### config.mk
export PLATFORM = sky130hd
export DESIGN_NAME = perf_counters
export DESIGN_NICKNAME = d
export VERILOG_FILES = /design/src/rtl/perf_counters_pkg.sv /design/src/rtl/perf_counters_event_counter.sv /design/src/rtl/perf_counters.sv
export SDC_FILE = /design/constraint.sdc
export NUM_CORES = 1
export LEC_CHECK = 0
export ABC_CLOCK_PERIOD_IN_PS = 1800
export BUFFER_PORTS_ARGS = -buffer_cell sky130_fd_sc_hd__clkbuf_2
export CAP_MARGIN = 20
export CELL_PAD_IN_SITES_DETAIL_PLACEMENT = 1
export CELL_PAD_IN_SITES_GLOBAL_PLACEMENT = 2
export CORE_MARGIN = 2
export CORE_UTILIZATION = 27
export DETAILED_ROUTE_END_ITERATION = 8
export HOLD_SLACK_MARGIN = 0.12
export PLACE_DENSITY = 0.86
export REMOVE_ABC_BUFFERS = 1
export SETUP_SLACK_MARGIN = 0.1
export SLEW_MARGIN = 20
export SYNTH_ARGS = -nofsm -noshare
export SYNTH_HDL_FRONTEND = slang
export SYNTH_SLANG_ARGS = --single-unit
### constraint.sdc
create_clock -name clk -period 1.8 [get_ports clk]
set_input_delay 0.36 -clock clk [delete_from_list [all_inputs] [get_ports clk]]
set_output_delay 0.36 -clock clk [all_outputs]
set_load 0.005 [all_outputs]
### src/rtl/perf_counters_pkg.sv
// Shared constants for the performance counters and the stage-3 IO read mux.
// The mux decodes the counter addresses from here, so both sides agree on the map.
package perf_counters_pkg;

  localparam logic [4:0]  BRANCH_OPC       = 5'b11000;
  localparam logic [31:0] NOP_INSTR        = 32'h0000_0013;

  localparam logic [31:0] CYC_ADDR         = 32'h8000_0010;
  localparam logic [31:0] INSTR_ADDR       = 32'h8000_0014;
  localparam logic [31:0] CLR_ADDR         = 32'h8000_0018;
  localparam logic [31:0] BR_INSTR_ADDR    = 32'h8000_001c;
  localparam logic [31:0] CORRECT_BR_ADDR  = 32'h8000_0020;

endpackage

### src/rtl/perf_counters_event_counter.sv
// Wrapping event counter: a synchronous clear beats an increment in the same cycle.
module event_counter #(
  parameter int WIDTH = 32
) (
  input  logic             clk,
  input  logic             rst,
  input  logic             clr,
  input  logic             inc,
  output logic [WIDTH-1:0] count
);

  always_ff @(posedge clk or negedge rst) begin
    if (!rst) begin
      count <= '0;
    end else if (clr) begin
      count <= '0;
    end else if (inc) begin
      count <= count + 1'b1;
    end
  end

endmodule

### src/rtl/perf_counters.sv
// Cycle, retired-instruction and branch-prediction counters for the 3-stage core.
// Branch outcomes are captured in stage 2 and committed one advance later, at retirement.
module perf_counters
  import perf_counters_pkg::*;
#(
  parameter int          WIDTH     = 32,
  parameter logic [31:0] NOP_INSTR = perf_counters_pkg::NOP_INSTR,
  parameter logic [31:0] CLR_ADDR  = perf_counters_pkg::CLR_ADDR
) (
  input  logic             clk,
  input  logic             rst,
  input  logic             stall,
  input  logic             valid_s2,
  input  logic [31:0]      instruction_s2,
  input  logic             br_taken_s2,
  input  logic             br_pred_taken_s2,
  input  logic             valid_s3,
  input  logic [31:0]      instruction_s3,
  input  logic [31:0]      mem_addr,
  input  logic             mem_we,
  output logic [WIDTH-1:0] cyc_counter,
  output logic [WIDTH-1:0] instr_counter,
  output logic [WIDTH-1:0] br_instr_counter,
  output logic [WIDTH-1:0] correct_br_counter
);

  logic adv;
  logic clr;
  logic is_branch_s2;
  logic instr_inc;
  logic br_inc;
  logic correct_inc;
  logic br_evt_v;
  logic br_evt_ok;
  logic unused_s2_bits;

  assign adv          = !stall;
  assign clr          = adv && mem_we && (mem_addr == CLR_ADDR);
  assign is_branch_s2 = valid_s2 && (instruction_s2[6:2] == BRANCH_OPC);

  // Only the major-opcode field of the stage-2 word matters for classification.
  assign unused_s2_bits = ^{instruction_s2[31:7], instruction_s2[1:0]};

  assign instr_inc   = adv && valid_s3 && (instruction_s3 != NOP_INSTR);
  assign br_inc      = adv && br_evt_v;
  assign correct_inc = adv && br_evt_v && br_evt_ok;

  // Pending event travels with the branch from stage 2 into stage 3; held on stall.
  always_ff @(posedge clk or negedge rst) begin
    if (!rst) begin
      br_evt_v  <= 1'b0;
      br_evt_ok <= 1'b0;
    end else if (clr) begin
      br_evt_v  <= 1'b0;
      br_evt_ok <= 1'b0;
    end else if (adv) begin
      br_evt_v  <= is_branch_s2;
      br_evt_ok <= (br_taken_s2 == br_pred_taken_s2);
    end
  end

  event_counter #(.WIDTH(WIDTH)) u_cyc (
    .clk   (clk),
    .rst   (rst),
    .clr   (clr),
    .inc   (1'b1),
    .count (cyc_counter)
  );

  event_counter #(.WIDTH(WIDTH)) u_instr (
    .clk   (clk),
    .rst   (rst),
    .clr   (clr),
    .inc   (instr_inc),
    .count (instr_counter)
  );

  event_counter #(.WIDTH(WIDTH)) u_br (
    .clk   (clk),
    .rst   (rst),
    .clr   (clr),
    .inc   (br_inc),
    .count (br_instr_counter)
  );

  event_counter #(.WIDTH(WIDTH)) u_correct (
    .clk   (clk),
    .rst   (rst),
    .clr   (clr),
    .inc   (correct_inc),
    .count (correct_br_counter)
  );

endmodule

==> results of run 1 <==
metrics by stage:
stage               hold WS [ns]  area (µm²)
global placement           0.243        9110
finish                     0.264       10800
detailed placement         0.242        9110
CTS                        0.246       10100
floorplan                 0.0644        6710
global route               0.263       10800
layer usage:
metal	global-route usage, %	share of wire, %	vias up	routed length, µm
met5	0	0	-	0
met4	3.99	1.0	0	240
met3	3.43	5.0	19	1200
met2	30.3	50	161	11900
met1	22.2	44	3520	10500
li1	-	-	3304	-
placed cells by master (no fill, tap or decap), types with 4 or more instances in the layout:
| cell | Yosys | routed |
|---|---|---|
| clkbuf_2 | 1 | 202 |
| buf_4 | 0 | 145 |
| dfrtp_1 | 130 | 125 |
| nor2_1 | 110 | 110 |
| xnor2_1 | 51 | 49 |
| xor2_1 | 45 | 45 |
| nand2_1 | 42 | 40 |
| nand3_1 | 40 | 36 |
| nand4_1 | 33 | 33 |
| a21oi_1 | 32 | 27 |
| buf_6 | 1 | 19 |
| inv_1 | 17 | 17 |
| clkbuf_16 | 0 | 17 |
| or3_1 | 18 | 15 |
| o21ai_0 | 17 | 14 |
| nor4_1 | 26 | 12 |
| and4_1 | 21 | 12 |
| o31ai_1 | 11 | 11 |
| or4_1 | 10 | 9 |
| and3_1 | 14 | 9 |
| nor4_4 | 0 | 9 |
| and4_4 | 1 | 8 |
| nor3_2 | 0 | 8 |
| bufinv_16 | 0 | 7 |
| nor3_1 | 20 | 6 |
| nor3_4 | 0 | 6 |
| buf_12 | 0 | 6 |
| and3_4 | 0 | 5 |
| and2_1 | 8 | 5 |
| a21oi_2 | 0 | 5 |
| nor4_2 | 0 | 5 |
| dfrtp_2 | 0 | 5 |
| nand4b_1 | 4 | 4 |
| o21ai_1 | 1 | 4 |
| ha_2 | 0 | 4 |
area by class of cell:
cell class                      count  area, µm²
Clock buffer                       19        453
Clock inverter                     12        253
Fill cell                        2924      14300
Inverter                           17       63.8
Multi-Input combinational cell    546       3920
Sequential cell                   130       3260
Tap cell                          330        413
Timing Repair Buffer              376       2480
how the worst max path moves through the flow:
stage | slack, ns | cells after the start | start | end
6_report | -0.09 | 5 | u_instr.count[16] | u_instr.count[27]
5_1_grt | -0.17 | 5 | u_instr.count[16] | u_instr.count[27]
4_1_cts | -0.05 | 6 | u_instr.count[7] | u_instr.count[27]
3_5_place_dp | -0.35 | 7 | instruction_s3[13] | u_instr.count[29]
3_3_place_gp | -0.30 | 7 | instruction_s3[13] | u_instr.count[29]
2_1_floorplan | -1.95 | 5 | mem_addr[11] | u_br.count[31]
registers in the layout, indices dropped and copies added (netlist names):
signal,flops
u_cyc.count,32
br_evt_v,1
br_evt_ok,1
u_br.count,32
u_correct.count,32
u_instr.count,32
critical path: cells and delay by family, from the launching register on:
kind	cells	cell delay (ns)
AOI/OAI and AO/OA	1	0.12
DFF	1	0.42
and+or+nand+nor	4	1.29
where the power goes:
part | total (mW) | switching [mW] | internal, mW
clock | 4.21 | 1.39 | 2.82
combinational | 0.935 | 0.429 | 0.506
sequential | 3.11 | 0.0969 | 3.02
total | 8.26 | 1.91 | 6.34
kinds of logic after synthesis:
group | count (synthesis) | synth area share [%]
simple gates | 368 | 29.2
mux | 2 | 0.292
buf+inv | 49 | 3.15
flops | 130 | 47.4
compound gates | 75 | 6.98
fa+ha+maj | 4 | 0.729
xor+xnor | 96 | 12.2
timing repair:
| item | 4_1_cts | 5_1_grt |
|---|---|---|
| cloned | 1 | 2 |
| setup buffers | 21 | 30 |
| hold buffers | 1 | 0 |
| setup endpoints to repair | 35 | 67 |
| endpoints found under the hold margin | 52 | 0 |
| pin swaps | 16 | 47 |
| resized for setup | 32 | 103 |
==> flow_metrics.py, run 1 <==
metrics = {
    "synthesis": {
        "netlist_area_mm2": 0.00687,
        "yosysTopAreaCellShare_pct": 47.4,
        "synth_ff_type": "dfrtp_1",
        "ys_types": 50,
        "synth_largest_area_cell": "dfrtp_1",
        "synth-edff-count": 0,
        "synth_area_leaders": "dfrtp_1, xnor2_1, nor2_1",
        "ys_seq_elements": 130,
        "ys_seq_area_share_pct": 47.4,
        "async_flop_share_pct": 100,
        "syn_avg_cell_area_um2": 9.48,
        "synth.most_common_cell": "dfrtp_1",
        "synth_common_cells": "dfrtp_1, nor2_1, xnor2_1",
        "ys.warnings.count": 0,
        "netlist_instances": 724,
    },
    "global_route": {
        "grt_pass1_vias": 7285,
        "antenna_found_initial": 0,
        "overflow": 0,
        "grt_max_degree": 52,
        "track_usage_pct": 17.4,
        "grt_pass1_wl_mm": 37.3,
    },
    "clock_network": {
        "cts_tree": "done",
        "clkTransAtPathRegs_ns": 0.06,
        "clock_sinks": 130,
        "h-tree-depth": 4,
        "cts_buffers": 17,
        "clockBufferDepth": 2,
        "clk_latency_ns": 0.41,
        "cts_root_buf": "clkbuf_16",
    },
    "job": {
        "maxCapViolCount": 0,
    },
    "min_path": {
        "hold_start": "br_taken_s2",
        "hold_depth": 3,
        "hp-class": "primary input to register",
        "hold_end": "br_evt_ok",
    },
    "worst_setup_path": {
        "worst_r2r_path_depth": 5,
        "rrSetupSlack_ns": -0.09,
        "setup.worst_path.start_class": "register",
        "endpoint_kind": "register",
        "path_max_fanout": 6,
        "cp.required_ns": 2.13,
        "crit_slowest_cell": "or4b_4",
        "cp_common_cell": "and4_1",
        "r2r-start": "u_instr.count[16]",
        "path_class": "register to register",
        "worstPathCellList": "and4_1, and4_1, nand4_1, or4b_4, a21oi_2",
        "r2r-end": "u_instr.count[27]",
        "cp.arrival_ns": 2.23,
        "max_stage_delay_ns": 0.61,
    },
    "run_status": {
        "outcome": "complete, but fails checks",
        "violations": "setup timing",
    },
    "sta": {
        "setup_tns_ns": -0.218,
        "hold_viol_final": 0,
        "period_needed_ns": 1.89,
        "slew_violations": 0,
        "rsz0062_at_grt": "true",
        "relSlewSlack_pct": 74.0,
        "min_period_over_period_pct": 105,
        "worstMarginPinSlew_ns": 0.387,
        "fin_ws_ns": -0.0910,
        "setup_viol": 4,
        "clock.fmax_ghz": 0.529,
        "skew_ns": 0.00842,
    },
    "routing": {
        "route.detailed.drc": 0,
        "ant_nets": 0,
        "routed_wl_mm": 23.8,
        "vias": 7004,
        "wire_per_inst_um": 16.6,
        "vias_per_cell": 4.90,
        "first_pass_iters": 6,
        "drtIter0Drc": 239,
    },
    "cells_and_area": {
        "final_util_pct": 43.2,
        "final_nets": 1196,
        "synthToLayoutAreaGrowth_pct": 57.9,
        "fin_cells": 1430,
        "num_antenna_cells": 0,
        "drive_gt1_share_pct": 44.8,
    },
    "die": {
        "pin_count": 232,
        "core_area_mm2": 0.0251,
        "start_util_pct": 27.3,
        "die_h_um": 163,
        "die-area_mm2": 0.0267,
        "rows": 58,
        "dieWidth_um": 163,
    },
    "placed_design": {
        "gp_congestion": 0.783,
        "place_inst": 1345,
        "dp_hpwl_mm": 16.3,
        "dp_slack_ns": -0.352,
        "port_buffers": 204,
    },
    "power": {
        "power_leakage_nw": 5.27,
        "pwr_density_cell_mw_per_mm2": 762,
        "peakVddDrop_mv": 0.437,
        "finalPower_mw": 8.26,
    },
}
Power figures use the tool's default switching activity.
==> inputs of run 2 (changes only) <==
--- a/config.mk
+++ b/config.mk
@@ -5,16 +5,16 @@
 export SDC_FILE = /design/constraint.sdc
 export NUM_CORES = 1
 export LEC_CHECK = 0
-export ABC_CLOCK_PERIOD_IN_PS = 1800
+export ABC_CLOCK_PERIOD_IN_PS = 2000
 export BUFFER_PORTS_ARGS = -buffer_cell sky130_fd_sc_hd__clkbuf_2
 export CAP_MARGIN = 20
 export CELL_PAD_IN_SITES_DETAIL_PLACEMENT = 1
 export CELL_PAD_IN_SITES_GLOBAL_PLACEMENT = 2
 export CORE_MARGIN = 2
-export CORE_UTILIZATION = 27
+export CORE_UTILIZATION = 30
 export DETAILED_ROUTE_END_ITERATION = 8
 export HOLD_SLACK_MARGIN = 0.12
-export PLACE_DENSITY = 0.86
+export PLACE_DENSITY = 0.9
 export REMOVE_ABC_BUFFERS = 1
 export SETUP_SLACK_MARGIN = 0.1
 export SLEW_MARGIN = 20
==> constraint.sdc (replaced) <==
create_clock -name clk -period 2 [get_ports clk]
set_input_delay 0.4 -clock clk [delete_from_list [all_inputs] [get_ports clk]]
set_output_delay 0.4 -clock clk [all_outputs]
set_load 0.005 [all_outputs]
==> run 2 against run 1 <==
  * The run now ends clean
  * Sequential cell count did not move
  * Non-clock buffer count shrank 68
  * Register-to-register slack improved by 0.14 ns
  * Fmax fell by 3.2%
  * Hold slack better by 0.095 ns
  * Setup slack improved by 0.14 ns
  * Sequential power is 9.3% lower
  * Cell area shrank 10%
  * Via count fell by 4.1%
  * Cell count is 7.9% lower
  * Count of clock-buffer cells in the layout shrank 2
  * Die area decreased by 9.8%
  * Largest power group unchanged
==> flow_metrics.py, run 2 (synthesis gave the netlist of run 1 again) <==
metrics = {
    "clock_network": {
        "clk_latency_ns": 0.42,
        "cts_root_buf": "clkbuf_16",
        "clock_sinks": 130,
        "cts_tree": "done",
        "cts_buffers": 17,
        "h-tree-depth": 4,
        "clockBufferDepth": 2,
        "clkTransAtPathRegs_ns": 0.06,
    },
    "die": {
        "die_h_um": 155,
        "start_util_pct": 30.4,
        "dieWidth_um": 155,
        "die-area_mm2": 0.0241,
        "pin_count": 232,
        "rows": 55,
        "core_area_mm2": 0.0226,
    },
    "cells_and_area": {
        "mostFrequentLayoutCell": "clkbuf_2",
        "num_antenna_cells": 0,
        "final.fill_count": 2673,
        "drive_gt1_share_pct": 36.6,
        "synthToLayoutAreaGrowth_pct": 41.6,
        "final_util_pct": 43.1,
        "regArea_mm2": 0.00326,
        "final_cell_mix": "clkbuf_2, dfrtp_1, nor2_1, buf_4, xnor2_1",
        "final_nets": 1128,
        "multi_input_area_mm2": 0.00351,
    },
    "worst_setup_path": {
        "worst_r2r_path_depth": 6,
        "cp.arrival_ns": 2.29,
        "r2r-end": "u_instr.count[30]",
        "path_class": "register to register",
        "cp.required_ns": 2.34,
        "r2r-start": "u_instr.count[5]",
        "setup.worst_path.start_class": "register",
        "path_max_fanout": 8,
        "rrSetupSlack_ns": 0.05,
        "endpoint_kind": "register",
    },
    "sta": {
        "worstMarginPinSlew_ns": 0.456,
        "setup_viol": 0,
        "slew_violations": 0,
        "min_period_over_period_pct": 97.7,
        "relSlewSlack_pct": 69.3,
        "hold_slack_ns": 0.359,
        "period_needed_ns": 1.95,
        "clock.fmax_ghz": 0.512,
        "hold_viol_final": 0,
        "skew_ns": 0.00888,
        "rsz0062_at_grt": "true",
    },
    "routing": {
        "vias": 6720,
        "wire_per_inst_um": 17.0,
        "vias_per_cell": 5.10,
        "routed_wl_mm": 22.4,
        "drtIter0Drc": 153,
        "ant_nets": 0,
        "route.detailed.drc": 0,
        "first_pass_iters": 4,
    },
    "min_path": {
        "hold_depth": 3,
        "hp-class": "primary input to register",
        "hold_start": "instruction_s2[3]",
        "hold_end": "br_evt_v",
    },
    "power": {
        "pwr_density_cell_mw_per_mm2": 690,
        "peakVddDrop_mv": 0.474,
        "power_leakage_nw": 4.59,
    },
    "placed_design": {
        "port_buffers": 204,
        "gp_congestion": 0.758,
        "dp_hpwl_mm": 16.0,
    },
    "run_status": {
        "outcome": "finished clean",
    },
    "global_route": {
        "antenna_found_initial": 0,
        "track_usage_pct": 18.2,
        "grt_pass1_wl_mm": 35.4,
        "overflow": 0,
        "grt_max_degree": 46,
        "grt_pass1_vias": 6898,
    },
    "job": {
        "maxCapViolCount": 0,
    },
}
-- run 2: cell count changes in the layout (fill, tap and decap cells not counted), sizes merged --
cell | previous run | this run
clkbuf | 221 | 220
clkinv | 3 | 7
dlymetal6s2s | 0 | 1
inv | 18 | 17
buf | 173 | 103
clkinvlp | 1 | 4
bufinv | 7 | 3
-- run 2: worst max-delay path: stages (launching register included) --
cell and delay, ns:
dfrtp_1 0.36, and4_4 0.28, nand4_4 0.13, buf_8 0.17, a211o_4 0.31, or4_1 0.47
a21oi_1 0.15
-- run 2: per-layer routing --
metal / part of all wire, % / global-route usage (%) / vias to the layer above
met1: 44 / 22.9 / 3378
li1: - / - / 3177
met2: 51 / 31.8 / 148
met3: 4.1 / 3.93 / 17
met4: 1.1 / 4.89 / 0
met5: 0 / 0 / -
-- run 2: power by group --
group,total (mW),internal [mW],switching (mW)
registers,2.82,2.72,0.0973
clock network,3.17,1.95,1.23
logic,0.719,0.360,0.358
-- run 2: through the flow --
step	area, µm²	TNS (ns)	worst slack, ns	power (mW)	std cells
floorplan	6710	-211.88	-1.79	3.04	692
global placement	8830	-1.35	-0.101	3.43	1263
detailed placement	8830	-5.61	-0.137	3.47	1263
CTS	9490	0	0.102	6.73	1301
global route	9720	-0.0462	-0.0263	7.00	1317
finish	9720	0	0.0466	6.71	1317
-- run 2: how the worst max path moves through the flow --
stage / start / endpoint / depth (start not counted)
floorplan: mem_addr[11] / u_br.count[31] / 5
global placement: instruction_s3[0] / u_instr.count[29] / 6
detailed placement: instruction_s3[0] / u_instr.count[29] / 6
CTS: u_instr.count[6] / u_instr.count[29] / 5
global route: u_instr.count[17] / u_instr.count[27] / 5
finish: u_instr.count[5] / u_instr.count[30] / 6
-- run 2: area by class of cell --
type                       count  area share (%)
clock buffer                  17            4.38
clock inverter                14            1.71
inverter                      17           0.656
multi-input combinational    546            36.1
sequential                   130            33.5
tap                          285            3.67
timing repair buffer         308            19.9
-- run 2: timing repair --
| action | 4_1_cts | 5_1_grt |
|---|---|---|
| endpoints found under the setup margin | 7 | 28 |
| hold buffers | 1 | 0 |
| pin swaps | 3 | 9 |
| setup buffers | 5 | 16 |
| cloned | 1 | 0 |
| gates resized for setup | 6 | 31 |
| hold endpoints to repair | 28 | 0 |
==> inputs of run 3 (changes only) <==
--- a/config.mk
+++ b/config.mk
@@ -5,16 +5,18 @@
 export SDC_FILE = /design/constraint.sdc
 export NUM_CORES = 1
 export LEC_CHECK = 0
+export ABC_AREA = 1
 export ABC_CLOCK_PERIOD_IN_PS = 2000
 export BUFFER_PORTS_ARGS = -buffer_cell sky130_fd_sc_hd__clkbuf_2
 export CAP_MARGIN = 20
 export CELL_PAD_IN_SITES_DETAIL_PLACEMENT = 1
 export CELL_PAD_IN_SITES_GLOBAL_PLACEMENT = 2
+export CORE_ASPECT_RATIO = 1.2
 export CORE_MARGIN = 2
-export CORE_UTILIZATION = 30
+export CORE_UTILIZATION = 28
 export DETAILED_ROUTE_END_ITERATION = 8
 export HOLD_SLACK_MARGIN = 0.12
-export PLACE_DENSITY = 0.9
+export PLACE_DENSITY = 0.89
 export REMOVE_ABC_BUFFERS = 1
 export SETUP_SLACK_MARGIN = 0.1
 export SLEW_MARGIN = 20
==> run 3 against run 2 <==
  * Core utilization down 6.9 points
  * Highest routed layer unchanged
  * Clock power is 11% higher
  * Area after synthesis increased by 23%
==> flow_metrics.py, run 3 <==
metrics = {
    "run_status": {
        "outcome": "finished clean",
    },
    "routing": {
        "vias_per_cell": 4.73,
        "vias": 8927,
        "wire_per_inst_um": 15.3,
        "route.detailed.drc": 0,
        "drtIter0Drc": 320,
        "ant_nets": 0,
        "routed_wl_mm": 28.8,
        "first_pass_iters": 4,
    },
    "synthesis": {
        "async_flop_share_pct": 100,
        "netlist_area_mm2": 0.00842,
        "ys_seq_elements": 130,
        "synth_area_leaders": "dfrtp_1, nand2_1, nor2_1",
        "yosysTopAreaCellShare_pct": 38.6,
        "synth-edff-count": 0,
        "synth_largest_area_cell": "dfrtp_1",
        "ys_types": 34,
        "synth_ff_type": "dfrtp_1",
        "syn_avg_cell_area_um2": 6.68,
        "netlist_instances": 1261,
        "ys_seq_area_share_pct": 38.6,
        "synth_common_cells": "nand2_1, nor2_1, inv_1",
        "synth.most_common_cell": "nand2_1",
        "ys.warnings.count": 0,
    },
    "sta": {
        "worstMarginPinSlew_ns": 0.501,
        "relSlewSlack_pct": 66.6,
        "clock.fmax_ghz": 0.582,
        "rsz0062_at_grt": "true",
        "period_needed_ns": 1.72,
        "fin_ws_ns": 0.282,
        "hold_viol_final": 0,
        "slew_violations": 0,
        "min_period_over_period_pct": 85.9,
        "skew_ns": 0.0120,
        "hold_slack_ns": 0.249,
        "setup_viol": 0,
    },
    "clock_network": {
        "cts_buffers": 17,
        "clock_sinks": 130,
        "clkTransAtPathRegs_ns": 0.06,
        "h-tree-depth": 4,
        "cts_root_buf": "clkbuf_16",
        "clockBufferDepth": 2,
        "clk_latency_ns": 0.43,
        "cts_tree": "done",
    },
    "global_route": {
        "grt_max_degree": 66,
        "grt_pass1_vias": 9533,
        "track_usage_pct": 18.9,
        "overflow": 0,
        "antenna_found_initial": 0,
        "grt_pass1_wl_mm": 47.6,
    },
    "cells_and_area": {
        "synthToLayoutAreaGrowth_pct": 27.3,
        "drive_gt1_share_pct": 20.0,
        "fin_cells": 1886,
        "final_cell_mix": "nand2_1, nor2_1, clkbuf_2, inv_1, nand3_1",
        "final_nets": 1592,
        "mostFrequentLayoutCell": "nand2_1",
        "regArea_mm2": 0.00325,
        "final.fill_count": 3834,
        "num_antenna_cells": 0,
        "multi_input_area_mm2": 0.00451,
    },
    "die": {
        "die-area_mm2": 0.0315,
        "rows": 69,
        "pin_count": 232,
        "core_area_mm2": 0.0296,
        "dieWidth_um": 162,
        "start_util_pct": 28.4,
        "die_h_um": 194,
    },
    "power": {
        "power_leakage_nw": 5.69,
        "pwr_density_cell_mw_per_mm2": 650,
        "peakVddDrop_mv": 0.408,
    },
    "placed_design": {
        "dp_slack_ns": 0.171,
        "place_inst": 1854,
        "gp_congestion": 0.817,
        "port_buffers": 204,
        "dp_hpwl_mm": 22.5,
    },
    "job": {
        "maxCapViolCount": 0,
    },
    "worst_setup_path": {
        "cp.arrival_ns": 2.08,
        "cp.required_ns": 2.36,
        "endpoint_kind": "register",
        "path_max_fanout": 6,
        "setup.worst_path.start_class": "register",
        "path_class": "register to register",
    },
    "min_path": {
        "hp-class": "primary input to register",
    },
}
[run 3: kinds of logic after synthesis]
| logic type | share of synthesized area [%] |
|---|---|
| AND/OR/NAND/NOR | 45.4 |
| buffers and inverters | 8.08 |
| flip-flops | 38.6 |
| AO/OA/AOI/OAI | 3.48 |
| XOR/XNOR | 3.85 |
| adder cells (fa/ha/maj) | 0.594 |
[run 3: path summary, 6_finish.rpt]
check	startpoint	end	slack [ns]	depth (start not counted)
worst max register to register	u_cyc.count[5]	u_cyc.count[20]	0.28	8
worst min-delay path	instruction_s2[6]	br_evt_v	0.25	3
worst max-delay path	u_cyc.count[5]	u_cyc.count[20]	0.28	8
worst min register to register	u_cyc.count[0]	u_cyc.count[0]	0.51	1
max in group asynchronous	rst	u_correct.count[12]	0.87	3
min in group asynchronous	rst	u_cyc.count[18]	0.47	2
[run 3: repair_timing]
item / in CTS / in global routing
endpoints found under the setup margin: 0 / 6
buffers inserted: 0 / 0
hold endpoints to repair: 41 / 0
hold buffers: 1 / 0
gates resized for setup: 0 / 2
[run 3: final cells by class]
cell class,instances,area share (%)
clock buffers,18,4.00
clock inverters,13,1.96
inverters,155,5.43
multi-input cells,955,42.1
flip-flops and latches,130,30.3
well taps,390,4.55
repair buffers,225,11.7
[run 3: layer usage]
metal | share of wire, % | global-route usage, %
met1 | 41 | 21.0
met5 | 0 | 0
met4 | 2.4 | 6.49
met3 | 3.5 | 3.17
met2 | 53 | 35.8
[run 3: power breakdown]
part,switching [mW],internal [mW],total (mW)
combinational,0.307,0.269,0.575
clock,1.31,2.21,3.52
sequential,0.157,2.72,2.87
[run 3: worst max-delay path, cell delays in order (launching register included)]
cell,delay [ns]
dfrtp_1,0.44
nand2_1,0.20
nor3_1,0.17
nand2_1,0.18
nor2_1,0.28
nand3_1,0.16
nand2_1,0.09
nand2_1,0.05
nor2_1,0.09
[run 3: per-stage QoR]
stage                     power [mW]  setup TNS [ns]  utilization, %  instance area [µm²]
final                           6.97               0            36.2                10700
after global routing            7.23               0            36.2                10700
after CTS                       7.07               0            36.2                10700
after detailed placement        3.51               0            34.0                10100
after global placement          3.49               0            34.0                10100
after floorplan                 3.13          -22.21               -                 8330
